==> src/rtl/dma_pkg.sv <==
// dma_pkg: shared types, register offsets and control/status bit positions for the DMA engine
package dma_pkg;
  typedef enum logic [1:0] {IDLE, READ, WRITE} state_t;
  localparam logic [1:0] REG_SRC  = 2'd0;
  localparam logic [1:0] REG_DST  = 2'd1;
  localparam logic [1:0] REG_LEN  = 2'd2;
  localparam logic [1:0] REG_CTRL = 2'd3;
  localparam int CTRL_START = 0;
  localparam int CTRL_ABORT = 1;
  localparam int CTRL_CLEAR = 2;
  localparam int ST_BUSY = 0;
  localparam int ST_DONE = 1;
  localparam int ST_ERR  = 2;
  function automatic logic [31:0] byte_merge(input logic [31:0] old, input logic [31:0] nw,
                                             input logic [3:0] m);
    logic [31:0] r;
    for (int i = 0; i < 4; i++) r[8*i +: 8] = m[i] ? nw[8*i +: 8] : old[8*i +: 8];
    return r;
  endfunction
endpackage

==> src/rtl/dma_engine.sv <==
// dma_engine: word-copy DMA with a register responder port and a bus initiator port
import dma_pkg::*;
module dma_engine #(
  parameter int LEN_WIDTH = 16
) (
  input  logic        clk,
  input  logic        reset,
  input  logic [31:0] address_in,
  input  logic        sel_in,
  input  logic        read_in,
  output logic [31:0] read_value_out,
  input  logic [3:0]  write_mask_in,
  input  logic [31:0] write_value_in,
  output logic        ready_out,
  output logic [31:0] address_out,
  output logic        read_out,
  output logic        write_out,
  input  logic [31:0] read_value_in,
  output logic [3:0]  write_mask_out,
  output logic [31:0] write_value_out,
  input  logic        ready_in,
  input  logic        fault_in,
  output logic        irq_out
);
  state_t state, next_state;
  logic [31:0] src, dst, data, rmux, wnew;
  logic [LEN_WIDTH-1:0] len;
  logic done, err, abort_req;
  logic busy, wr, start, abort_w, clear, len_last;
  logic [1:0] idx;
  assign busy = state != IDLE;
  assign idx = address_in[3:2];
  assign wr = sel_in && |write_mask_in;
  assign start = wr && idx == REG_CTRL && write_mask_in[0] && write_value_in[CTRL_START];
  assign abort_w = wr && idx == REG_CTRL && write_mask_in[0] && write_value_in[CTRL_ABORT];
  assign clear = wr && idx == REG_CTRL && write_mask_in[0] && write_value_in[CTRL_CLEAR];
  assign len_last = len == LEN_WIDTH'(1);
  assign rmux = idx == REG_SRC ? src :
                idx == REG_DST ? dst :
                idx == REG_LEN ? {{(32-LEN_WIDTH){1'b0}}, len} :
                {29'b0, err, done, busy};
  assign wnew = byte_merge(rmux, write_value_in, write_mask_in);
  assign read_value_out = sel_in ? rmux : 32'b0;
  assign ready_out = sel_in;
  assign irq_out = done | err;
  // state register
  always_ff @(posedge clk) begin
    if (reset) state <= IDLE;
    else state <= next_state;
  end
  // next state and initiator request outputs; a request is held until ready_in
  always_comb begin
    next_state = state;
    read_out = 1'b0;
    write_out = 1'b0;
    address_out = 32'b0;
    write_mask_out = 4'b0;
    write_value_out = 32'b0;
    case (state)
      IDLE: next_state = (start && len != '0) ? READ : IDLE;
      READ: begin
        read_out = 1'b1;
        address_out = src;
        if (ready_in) next_state = (fault_in || abort_req) ? IDLE : WRITE;
      end
      WRITE: begin
        write_out = 1'b1;
        address_out = dst;
        write_mask_out = 4'b1111;
        write_value_out = data;
        if (ready_in) next_state = (fault_in || abort_req || len_last) ? IDLE : READ;
      end
      default: next_state = IDLE;
    endcase
  end
  // register file, transfer counters, data latch and completion flags
  always_ff @(posedge clk) begin
    if (reset) begin
      src <= 32'b0;
      dst <= 32'b0;
      len <= '0;
      data <= 32'b0;
      done <= 1'b0;
      err <= 1'b0;
      abort_req <= 1'b0;
    end else begin
      if (!busy && wr && idx == REG_SRC) src <= {wnew[31:2], 2'b00};
      if (!busy && wr && idx == REG_DST) dst <= {wnew[31:2], 2'b00};
      if (!busy && wr && idx == REG_LEN) len <= wnew[LEN_WIDTH-1:0];
      if (!busy && start) begin
        done <= len == '0;
        err <= 1'b0;
      end else if (!busy && clear) begin
        done <= 1'b0;
        err <= 1'b0;
      end
      if (next_state == IDLE) abort_req <= 1'b0;
      else if (abort_w) abort_req <= 1'b1;
      if (state == READ && ready_in && !fault_in) data <= read_value_in;
      if (state == WRITE && ready_in && !fault_in) begin
        src <= src + 32'd4;
        dst <= dst + 32'd4;
        len <= len - LEN_WIDTH'(1);
        done <= len_last && !abort_req;
      end
      if (busy && ready_in && fault_in) begin
        err <= 1'b1;
        done <= 1'b0;
      end
    end
  end
endmodule

==> config.mk <==
export PLATFORM = sky130hd
export DESIGN_NAME = dma_engine
export DESIGN_NICKNAME = d
export VERILOG_FILES = /design/src/rtl/dma_pkg.sv /design/src/rtl/dma_engine.sv
export SDC_FILE = /design/constraint.sdc
export NUM_CORES = 1
export LEC_CHECK = 0
export CORE_MARGIN = 3
export CORE_UTILIZATION = 50
export CTS_CLUSTER_SIZE = 20
export DETAILED_ROUTE_END_ITERATION = 10
export GPL_TIMING_DRIVEN = 0
export PLACE_DENSITY = 0.82
export SLEW_MARGIN = 30
export SYNTH_ARGS = -nofsm -noshare
export SYNTH_HDL_FRONTEND = slang
export SYNTH_SLANG_ARGS = --single-unit
==> constraint.sdc <==
create_clock -name clk -period 2.51 [get_ports clk]
set_input_delay 0.502 -clock clk [delete_from_list [all_inputs] [get_ports clk]]
set_output_delay 0.502 -clock clk [all_outputs]
set_load 0.02 [all_outputs]
## Word level (Yosys, flattened, before mapping)

Cells that the tools add are included.
Widths: inputs -> output; s select.

- Bits in registers: 117
- Bits of input ports: 106
- Output and inout bits: 104
- Word-level logic and storage cells: 87

- Add/subtract/negate cells: 3
- Eq/ne operators: 6
- Mux-type cells: 30
- Bitwise logic cells: 1
- Reductions and logical operators: 39

Operators by type and width:

| operator | count |
|---|---|
| $mux 32 | 8 |
| $add 32x3->32 const B | 2 |
| $pmux 32 s2 | 1 |
| $mux 16 | 3 |
| $mux 8 | 4 |
| $logic_and 1x1->1 | 20 |
| $eq 16x1->1 const B | 1 |
| $logic_not 16->1 | 1 |
| $reduce_bool 16->1 | 1 |
| $sub 16x1->16 const B | 1 |
| $mux 1 | 9 |
| $reduce_bool 2->1 | 4 |
| $eq 2x2->1 const B | 3 |
| $logic_not 2->1 | 3 |
| $mux 2 | 3 |
| $pmux 2 s3 | 1 |
| $reduce_bool 3->1 | 2 |
| $eq 2x1->1 const B | 2 |
| $mux 4 | 1 |
| $reduce_or 2->1 | 2 |
| $reduce_or 4->1 | 1 |
| $logic_not 1->1 | 3 |
| $logic_or 1x1->1 | 2 |
| $or 1x1->1 | 1 |

## Longest topological paths before layout

Gate-level depths: netlist of the first run.

- Word-level depth: 10
- Gate-level depth with buffers: 10
- Gate-level depth less buffers: 7

## Least setup slack after synthesis of the first run

Ideal clock, no wire load.

- Kind: reg-to-reg
- From: register state[0]
- To: register dst[24]
- Setup time: 0.070 ns
- Arrival time: 2.300 ns
- Path slack: 0.140 ns
- Stages on the path, launching flop included: 9
- Buffers on the path: 1
- Cell sequence: dfxtp_1 > inv_1 > ha_1 > buf_2 > nand3b_2 > nor4_1 > nand4_1 > a2bb2oi_1 > a21oi_1

- Word-level cells in the longest chain between the ends: 5
- Elaborated cells on any way between the ends: 9
- Those cells by class: eq/ne: 1; mux: 1; reduce/logical: 7

RTL lines:

| what | line | RTL |
|---|---|---|
| start: declaration | dma_engine.sv:25 | `state_t state, next_state;` |
| start signal: assignment | dma_engine.sv:49 | `else state <= next_state;` |
| $reduce_bool 2->1 | dma_engine.sv:31 | `assign busy = state != IDLE;` |
| $logic_not 1->1 | dma_engine.sv:88 | `if (!busy && wr && idx == REG_DST) dst <= {wnew[31:2], 2'b00};` |
| $logic_and 1x1->1 (2 in a row) | dma_engine.sv:88 |  |
| $reduce_bool 2->1 (no source line) | -- |  |
| end signal: assignment | dma_engine.sv:88 |  |
| end signal: assignment | dma_engine.sv:102 | `dst <= dst + 32'd4;` |
| end: declaration | dma_engine.sv:26 | `logic [31:0] src, dst, data, rmux, wnew;` |

Several ways; a longest one is shown, not always the timed one.
A chain may end at the register's enable or synchronous reset.

## Worst setup path in the final report of the first run

- From: input sel_in
- To: output read_value_out[20]

- Word-level cells in the longest chain between the ends: 1

RTL lines:

| what | line | RTL |
|---|---|---|
| start: declaration | dma_engine.sv:9 | `input logic sel_in,` |
| $mux 32 | dma_engine.sv:43 | `assign read_value_out = sel_in ? rmux : 32'b0;` |
| end: declaration | dma_engine.sv:11 | `output logic [31:0] read_value_out,` |

No other way between the ends.

==> reports/metrics.yaml, run 1 <==
synth.area.top_cells: "dfxtp_1 (28%), nand2_1 (6.6%), a21oi_1 (5.9%)"
yosys.area.top_type_share: 0.283
fin_total_pwr_mw: 5.11
die_w_um: 132
nFillCells: 1320
clock_latency_ns: 0.43
syn_inst: 1098
initial_utilization: 0.518
cts_tree: "yes"
critPathTopFamily: "buffers and inverters"
synth_common_cells: "nand2_1 (141), dfxtp_1 (113), a21oi_1 (94)"
grt_pass1_wl_um: 53100
cts_max_path_buffers: 2
power_density_nw_per_um2: 466
clock_sinks: 113
first_iter_violations: 1591
rrSetupSlack_ns: 0.03
pwr-share-seq: 0.367
multiInputGateArea_um2: 5410
postRouteAntennaNets: 0
crit_chain: "dlygate4sd2_1, clkbuf_8, nand2_1, clkbuf_4, nor2_1, dlygate4sd2_1"
syn_avg_cell_area_um2: 7.27
p_leak_nw: 4.16
antenna_found_initial: 0
placement_rows: 45
startpoint_type: "input pin"
die_h_um: 132
grtUsageTotal: 0.387
crit_type: "in2out"
cp.arrival_ns: 2.01
h-tree-depth: 4
yosysWarnings: 0
end_kind: "primary output"
antenna_cells: 0
min_period_ns: 2.51
pre_cts_ws_ns: -1.27
maxCapViolations: 0
timing.fmax_ghz: 0.399
cpPeakStageDelay_ns: 0.40
drive_gt1_frac: 0.167
grt_pass1_vias: 8953
min-delay-path-class: "reg2reg"
yosysTopAreaCell: "dfxtp_1"
ys_ff_latch: 113
core_um2: 15400
comb_power_share: 0.135
rsz0062_at_grt: "yes"
p_int_mw: 3.61
ys_async_sr_fraction: 0
die_area_um2: 17500
dr.pass1.iters: 9
nNetsFinal: 1416
clkTransAtPathRegs_ns: 0.07
hold_viol: 0
timing.critical_path.buf_inv: 4
synth_area_um2: 7980
portBuffers: 175
num_vias: 10009
fin_ws_ns: 0.00278
cp.required_ns: 2.01
overflow: 0
setup_viol: 0
worst_ir_drop_vdd_v: 0.000490
path_common_cell: "dlygate4sd2_1"
area.sequential_um2: 2270
tightestPinTransition_ns: 0.984
io_pins: 210
synth_cell_types: 79
hpwl_um: 26000
yosysMostFrequentCell: "nand2_1"
synth_ff_type: "dfxtp_1"
synth-edff-count: 0
drc_errors: 0
grt_max_degree: 17
status: "finished clean"
placed_area_um2: 10000
post-route-period-util: 0.999
place_congestion: 1.03
area_growth_pct: 37.5
routed_wl_um: 35700
cp_max_fo: 10
seq_area_frac_synth: 0.283
routedWlPerCell_um: 23.4
p_sw_mw: 1.50
relSlewSlack: 0.344
clkPwrFrac: 0.498
root_buffer: "clkbuf_16"
stdcell_area_um2: 11000
crit_slowest_cell: "dlygate4sd2_1"
swShare: 0.294
skew_ns: 0.00996
numCtsBuffers: 17
slew_viol_final: 0
vias_per_cell: 6.56
==> logic make-up (layout without fill, tap and decap cells) <==
group / after synthesis / count (layout) / synth area share
compound gates: 318 / 318 / 0.258
xor+xnor: 4 / 4 / 0.00439
fa+ha+maj: 9 / 9 / 0.0141
buf+inv: 121 / 336 / 0.0696
flops: 113 / 113 / 0.283
mux: 38 / 38 / 0.0509
other cells: 1 / 2 / 0.000470
simple gates: 494 / 494 / 0.319
==> worst register-to-register path, delay by kind of cell, from the launching register on <==
kind	cells	cell delay (ns)
fa+ha+maj	1	0.29
simple gates	1	0.41
compound gates	3	0.88
buf+inv	2	0.48
flops	1	0.34
==> power by group through the flow <==
stage	Clock (mW)	Combinational [mW]	Sequential (mW)
floorplan	0	0.331	1.89
global placement	0	0.615	1.91
detailed placement	0	0.614	1.91
CTS	2.52	0.643	1.87
global route	2.61	0.720	1.88
finish	2.55	0.692	1.88
==> per-stage QoR <==
stage	TNS, ns	hold slack [ns]	std cells	util
after floorplan	0	0.432	1099	-
after global placement	-106.71	0.437	1485	0.648
after detailed placement	-110.25	0.442	1485	0.650
after CTS	0	0.450	1519	0.704
after global routing	-0.0280	0.465	1525	0.712
final	0	0.449	1525	0.712
==> state kept, by name, indices dropped and copies added (netlist names) <==
register and flops:
data 32, dst 30, src 30, len 16, state 2, abort_req 1, done 1, err 1
==> cell usage in the layout (no fill, tap or decap), types with 7 or more instances in the layout <==
master           count
a211oi_1            15
clkbuf_16           17
nand4_1             25
a31oi_1             24
mux2i_1             18
nor2_1              87
a221oi_1             7
or4_1                7
nor4_1              15
o21ai_0             58
a21oi_1             91
dlygate4sd2_1       52
o2bb2ai_1            8
inv_1               21
dfxtp_1            109
clkbuf_1            31
nor2b_1             30
nor3_1              30
a22oi_1             38
buf_4               22
clkdlybuf4s15_2     22
and4_1              10
clkbuf_2            30
clkbuf_4            15
mux2_2              11
and2_1              50
clkdlybuf4s50_1     75
or3_1                7
buf_2               12
nand3_1             34
nand2_1            138
and3_1              18
==> routing by layer <==
metal  up-vias  share of wire  track usage
li1       4431              -            -
met1      4534           0.38        0.515
met2       867           0.42        0.570
met3       177           0.15        0.128
met4         0          0.054        0.179
met5         -              0            0
==> final timing paths <==
path | startpoint | cells past startpoint | to
setup / recovery | sel_in | 6 | read_value_out[20]
hold / removal | data[16] | 2 | data[16]
setup reg to reg | state[0] | 7 | dst[21]
hold reg to reg | data[16] | 2 | data[16]
==> cell type report <==
cell class,count,share of cell area
tap,211,0.0240
buffer,95,0.0577
inverter,22,0.00752
sequential,113,0.206
clock inverter,15,0.0158
clock buffer,17,0.0387
timing repair buffer,187,0.157
multi-input combinational,865,0.493
==> repair_timing <==
item,CTS,global route
pin swaps,0,3
resized for setup,252,73
setup buffers,4,8
hold buffers,0,0
setup endpoints to repair,172,108
endpoints found under the hold margin,0,0
Power figures use the tool's default switching activity.
==> run 2, diff against run 1 <==
--- a/config.mk
+++ b/config.mk
@@ -5,11 +5,11 @@
 export SDC_FILE = /design/constraint.sdc
 export NUM_CORES = 1
 export LEC_CHECK = 0
+export CORE_ASPECT_RATIO = 0.6
 export CORE_MARGIN = 3
 export CORE_UTILIZATION = 50
 export CTS_CLUSTER_SIZE = 20
 export DETAILED_ROUTE_END_ITERATION = 10
-export GPL_TIMING_DRIVEN = 0
 export PLACE_DENSITY = 0.82
 export SLEW_MARGIN = 30
 export SYNTH_ARGS = -nofsm -noshare
==> run 2 against run 1 <==
Against the previous run:
- maximum frequency up 1.4%
- utilization up 0.99 points
- global-route usage down 3.0 points
- register-to-register slack better by 0.14 ns
- highest routed layer unchanged
- die area up 0.28%
- critical path depth down 1
==> reports/metrics.yaml, run 2 (same netlist as run 1, synthesis figures left out) <==
status: "finished clean"
placed_cells: 1518  # +2.2%
stdcell_count: 1551  # +1.7%
reg_top3: "data: 32 flops, dst: 30 flops, src: 30 flops"
worst_ir_drop_vdd_v: 0.000320  # -35%
cp_max_fo: 9  # -1
placement_rows: 35  # -22%
first_iter_violations: 1434  # -9.9%
placed_area_um2: 10700  # +6.7%
pre_cts_ws_ns: -0.341  # +0.933 ns
portBuffers: 176  # +0.57%
drive_gt1_frac: 0.176  # +0.00915
fin_hold_ws_ns: 0.450  # +0.00111 ns
place_congestion: 0.984  # -4.2%
overflow: 0  # unchanged
relSlewSlack: 0.613  # +0.269
h-tree-depth: 4  # unchanged
post-route-period-util: 0.985  # -0.0140
r2r-start: "state[0]"
crit_type: "in2out"
die_h_um: 104  # -22%
antenna_cells: 0  # unchanged
mostFrequentLayoutCell: "nand2_1"
stdcell_area_um2: 11200  # +1.9%
nNetsFinal: 1450  # +2.4%
mostFrequentLayoutCells: "nand2_1 (141), buf_4 (129), dfxtp_1 (112)"
startpoint_type: "input pin"
min_period_ns: 2.47  # -0.0352 ns
fin_ws_ns: 0.0380  # +0.0352 ns
hp-start: "data[17]"
cts_tree: "yes"
clock_latency_ns: 0.42  # about the same
area_growth_pct: 40.1
crit_start: "address_in[3]"
top_register: "data"
dr.pass1.iters: 8  # -1
vias_per_cell: 6.42  # -2.2%
grt_max_degree: 47  # +30
clock_sinks: 113  # unchanged
clkTransAtPathRegs_ns: 0.06  # about the same
postRouteAntennaNets: 0  # unchanged
power_density_nw_per_um2: 453  # -2.8%
num_vias: 9959  # -0.50%
hold_viol: 0  # unchanged
initial_utilization: 0.515  # -0.00251
cp.required_ns: 2.01  # about the same
skew_ns: 0.0120  # +0.00204 ns
timing.fmax_ghz: 0.405  # +1.4%
hpwl_um: 24100  # -7.3%
grt_pass1_wl_um: 50100  # -5.5%
grtUsageTotal: 0.357  # -0.0302
rsz0062_at_grt: "yes"
root_buffer: "clkbuf_16"
setup_viol: 0  # unchanged
cp.arrival_ns: 1.97  # -0.04 ns
antenna_found_initial: 0  # unchanged
maxCapViolations: 0  # unchanged
fin_setup_tns_ns: 0  # unchanged
core_um2: 15500  # +0.49%
slew_viol_final: 0  # unchanged
end_kind: "primary output"
die_w_um: 169  # +28%
p_leak_nw: 4.45  # +6.9%
io_pins: 210  # unchanged
fin_total_pwr_mw: 5.07  # -0.96%
drc_errors: 0  # unchanged
numCtsBuffers: 17  # unchanged
routed_wl_um: 32800  # -8.0%
cts_max_path_buffers: 2  # unchanged
grt_pass1_vias: 9104  # +1.7%
largest_reg_flops: 32  # unchanged
routedWlPerCell_um: 21.1  # -9.6%
min-delay-path-class: "reg2reg"
die_area_um2: 17600  # +0.28%
rrSetupSlack_ns: 0.17  # +0.14 ns
tightestPinTransition_ns: 0.575  # -0.409 ns
hold_buffers: 0  # unchanged
fin_util: 0.722  # +0.00987
## run 2: cell count changes in the layout (fill, tap and decap cells not counted), moves of 11 or more
cell / delta
buf_2: -11
clkbuf_2: -16
dlygate4sd2_1: +13
clkdlybuf4s15_2: -15
clkbuf_4: -15
buf_4: +107
clkbuf_1: -31
## run 2: layer usage
| layer | share of wire | global-route usage |
|---|---|---|
| met4 | 0.018 | 0.0916 |
| met5 | 0 | 0 |
| met3 | 0.16 | 0.136 |
| met1 | 0.44 | 0.544 |
| met2 | 0.39 | 0.462 |
## run 2: cell type report
type                            instances  area [um2]
Tap cell                              203         254
Clock inverter                         14         155
Sequential cell                       113        2260
Fill cell                            1284        4310
Timing Repair Buffer                  316        2800
Clock buffer                           18         439
Inverter                               22        82.6
Multi-Input combinational cell        865        5200
## run 2: what timing repair did
item,4_1_cts,5_1_grt
gates resized for setup,120,40
buffers inserted,0,1
setup endpoints to repair,94,48
## run 2: final timing paths
check | end | cells after the start
worst max-delay path | read_value_out[2] | 5
worst min-delay path | data[17] | 2
worst max register to register | src[20] | 8
worst min register to register | data[17] | 2
## run 2: critical path: stages
cell and delay (ns):
clkdlybuf4s50_1 0.51, buf_6 0.16, mux4_2 0.31, and2_1 0.17, dlygate4sd2_1 0.32
## run 2: where the power goes
group / internal [mW] / switching [mW] / total [mW]
combinational: 0.335 / 0.372 / 0.707
sequential: 1.83 / 0.0497 / 1.88
clock: 1.50 / 0.985 / 2.48
==> run 3, diff against run 2 <==
--- a/config.mk
+++ b/config.mk
@@ -6,7 +6,6 @@
 export NUM_CORES = 1
 export LEC_CHECK = 0
 export CORE_ASPECT_RATIO = 0.6
-export CORE_MARGIN = 3
 export CORE_UTILIZATION = 50
 export CTS_CLUSTER_SIZE = 20
 export DETAILED_ROUTE_END_ITERATION = 10
==> run 3 against run 2 <==
Against the previous run:
- clock power up 15%
- utilization up 1.7 points
- count of clock-buffer cells in the layout down 1
- highest routed layer unchanged
- total power up 7.4%
- register-to-register slack worse by 0.02 ns
- via count up 0.56%
- non-clock buffer count up 13
- combinational power up 3%
- die area down 6.1%
- cell area up 2.1%
- clock skew up 0.0035 ns
==> reports/metrics.yaml, run 3 (same netlist as run 1, synthesis figures left out) <==
first_iter_violations: 1395  # -2.7%
clock_sinks: 113  # unchanged
min-delay-path-class: "in2reg"
tightestPinTransition_ns: 0.707  # +0.132 ns
fin_util: 0.739  # +0.0171
overflow: 0  # unchanged
reg_top3: "data: 32 flops, dst: 30 flops, src: 30 flops"
numCtsBuffers: 17  # unchanged
h-tree-depth: 4  # unchanged
skew_ns: 0.0155  # +0.00349 ns
slew_viol_final: 0  # unchanged
placed_cells: 1530  # +0.79%
p_int_mw: 3.97  # +8.5%
area_growth_pct: 43.1
cp.arrival_ns: 1.96  # about the same
io_pins: 210  # unchanged
swShare: 0.270  # -0.00772
nFillCells: 1212  # -5.6%
end_kind: "primary output"
vias_per_cell: 6.40  # -0.34%
drc_errors: 0  # unchanged
pwr-share-seq: 0.345  # -0.025
top_register: "data"
nNetsFinal: 1463  # +0.90%
antenna_found_initial: 1  # +1
mostFrequentLayoutCell: "nand2_1"
maxCapViolations: 0  # unchanged
portBuffers: 176  # unchanged
mostFrequentLayoutCells: "nand2_1 (141), buf_4 (140), dfxtp_1 (111)"
post-route-period-util: 0.982  # -0.00240
status: "finished clean"
grtUsageTotal: 0.404  # +0.0463
fin_setup_tns_ns: 0  # unchanged
rsz0062_at_grt: "yes"
p_sw_mw: 1.47  # +4.4%
grt_pass1_wl_um: 50600  # +0.96%
placement_rows: 35  # unchanged
timing.fmax_ghz: 0.406  # +0.24%
grt_max_degree: 58  # +23%
cp.required_ns: 2.01  # about the same
drive_gt1_frac: 0.170  # -0.00535
crit_type: "reg2out"
core_um2: 15500  # -0.28%
fin_hold_ws_ns: 0.417  # -0.0328 ns
cp_max_fo: 30  # +21
stdcell_count: 1565  # +0.90%
routedWlPerCell_um: 21.5  # +1.7%
root_buffer: "clkbuf_16"
hold_viol: 0  # unchanged
worst_ir_drop_vdd_v: 0.000348  # +8.6%
num_vias: 10015  # +0.56%
setup_viol: 0  # unchanged
routed_wl_um: 33600  # +2.6%
cts_max_path_buffers: 2  # unchanged
startpoint_type: "flop"
die_h_um: 99.9  # -3.9%
cts_tree: "yes"
clock_latency_ns: 0.42  # about the same
clkPwrFrac: 0.521  # +0.031
hpwl_um: 24800  # +3.0%
min_period_ns: 2.47  # -0.00603 ns
relSlewSlack: 0.528  # -0.0848
die_w_um: 165  # -2.4%
largest_reg_flops: 32  # unchanged
place_congestion: 0.998  # +1.4%
clkTransAtPathRegs_ns: 0.07  # about the same
grt_pass1_vias: 8956  # -1.6%
initial_utilization: 0.516  # +0.00146
comb_power_share: 0.134  # -0.006
postRouteAntennaNets: 0  # unchanged
die_area_um2: 16500  # -6.1%
dr.pass1.iters: 7  # -1
power_density_nw_per_um2: 476  # +5.2%
p_leak_nw: 4.65  # +4.5%
## run 3: changes by cell type in the layout (fill, tap and decap cells not counted), moves of 3 or more
cell | previous run | this run
dlygate4sd2_1 | 65 | 88
clkbuf_2 | 14 | 1
buf_4 | 129 | 140
clkdlybuf4s15_2 | 7 | 1
clkinvlp_4 | 5 | 1
inv_6 | 3 | 7
bufinv_16 | 2 | 5
clkdlybuf4s15_1 | 8 | 5
## run 3: area by class of cell
| cell class | count | area, um2 | share of cell area |
|---|---|---|---|
| antenna | 1 | 2.50 | 0.000219 |
| clock buffer | 17 | 425 | 0.0372 |
| clock inverter | 15 | 243 | 0.0213 |
| inverter | 22 | 86.3 | 0.00756 |
| multi-input combinational | 865 | 5190 | 0.455 |
| sequential | 113 | 2260 | 0.198 |
| tap | 203 | 254 | 0.0222 |
| timing repair buffer | 329 | 2950 | 0.258 |
## run 3: final timing paths
check        startpoint              end  slack, ns  depth (start not counted)
max            state[0]  address_out[10]       0.04                          6
min               reset          dst[23]       0.42                          3
max reg2reg     dst[14]          dst[28]       0.15                          6
min reg2reg    data[22]         data[22]       0.45                          2
## run 3: power groups by stage
stage                     clock network, mW  registers [mW]  logic [mW]
final                                  2.84            1.88       0.726
after detailed placement                  0            1.91       0.690
after CTS                              2.82            1.87       0.697
after floorplan                           0            1.89       0.331
after global placement                    0            1.91       0.685
after global routing                   2.90            1.88       0.764
## run 3: critical path, cell delays in order (launching register included)
cell	delay, ns
dfxtp_2	0.34
inv_1	0.13
ha_4	0.21
buf_12	0.21
a22oi_1	0.13
nor2b_1	0.16
clkdlybuf4s15_1	0.32
## run 3: timing repair
item / in CTS / in global routing
endpoints found under the hold margin: 0 / 0
setup endpoints to repair: 99 / 20
gates resized for setup: 106 / 8
cloned: 0 / 0
hold buffers: 0 / 0
buffers inserted: 2 / 0
## run 3: stage by stage
stage	setup WS [ns]	total power, mW	cell area [um2]
after detailed placement	-0.360	2.60	10800
after floorplan	0.140	2.22	7990
after CTS	0.00571	5.39	11400
final	0.0440	5.44	11400
after global routing	-0.00247	5.54	11400
after global placement	-0.400	2.60	10800
## run 3: per-layer routing
layer  part of all wire  vias to the layer above  global-route usage
met3               0.17                       83               0.175
met5                  0                        -                   0
li1                   -                     4518                   -
met1               0.43                     4643               0.592
met4              0.018                        0              0.0946
met2               0.38                      771               0.528
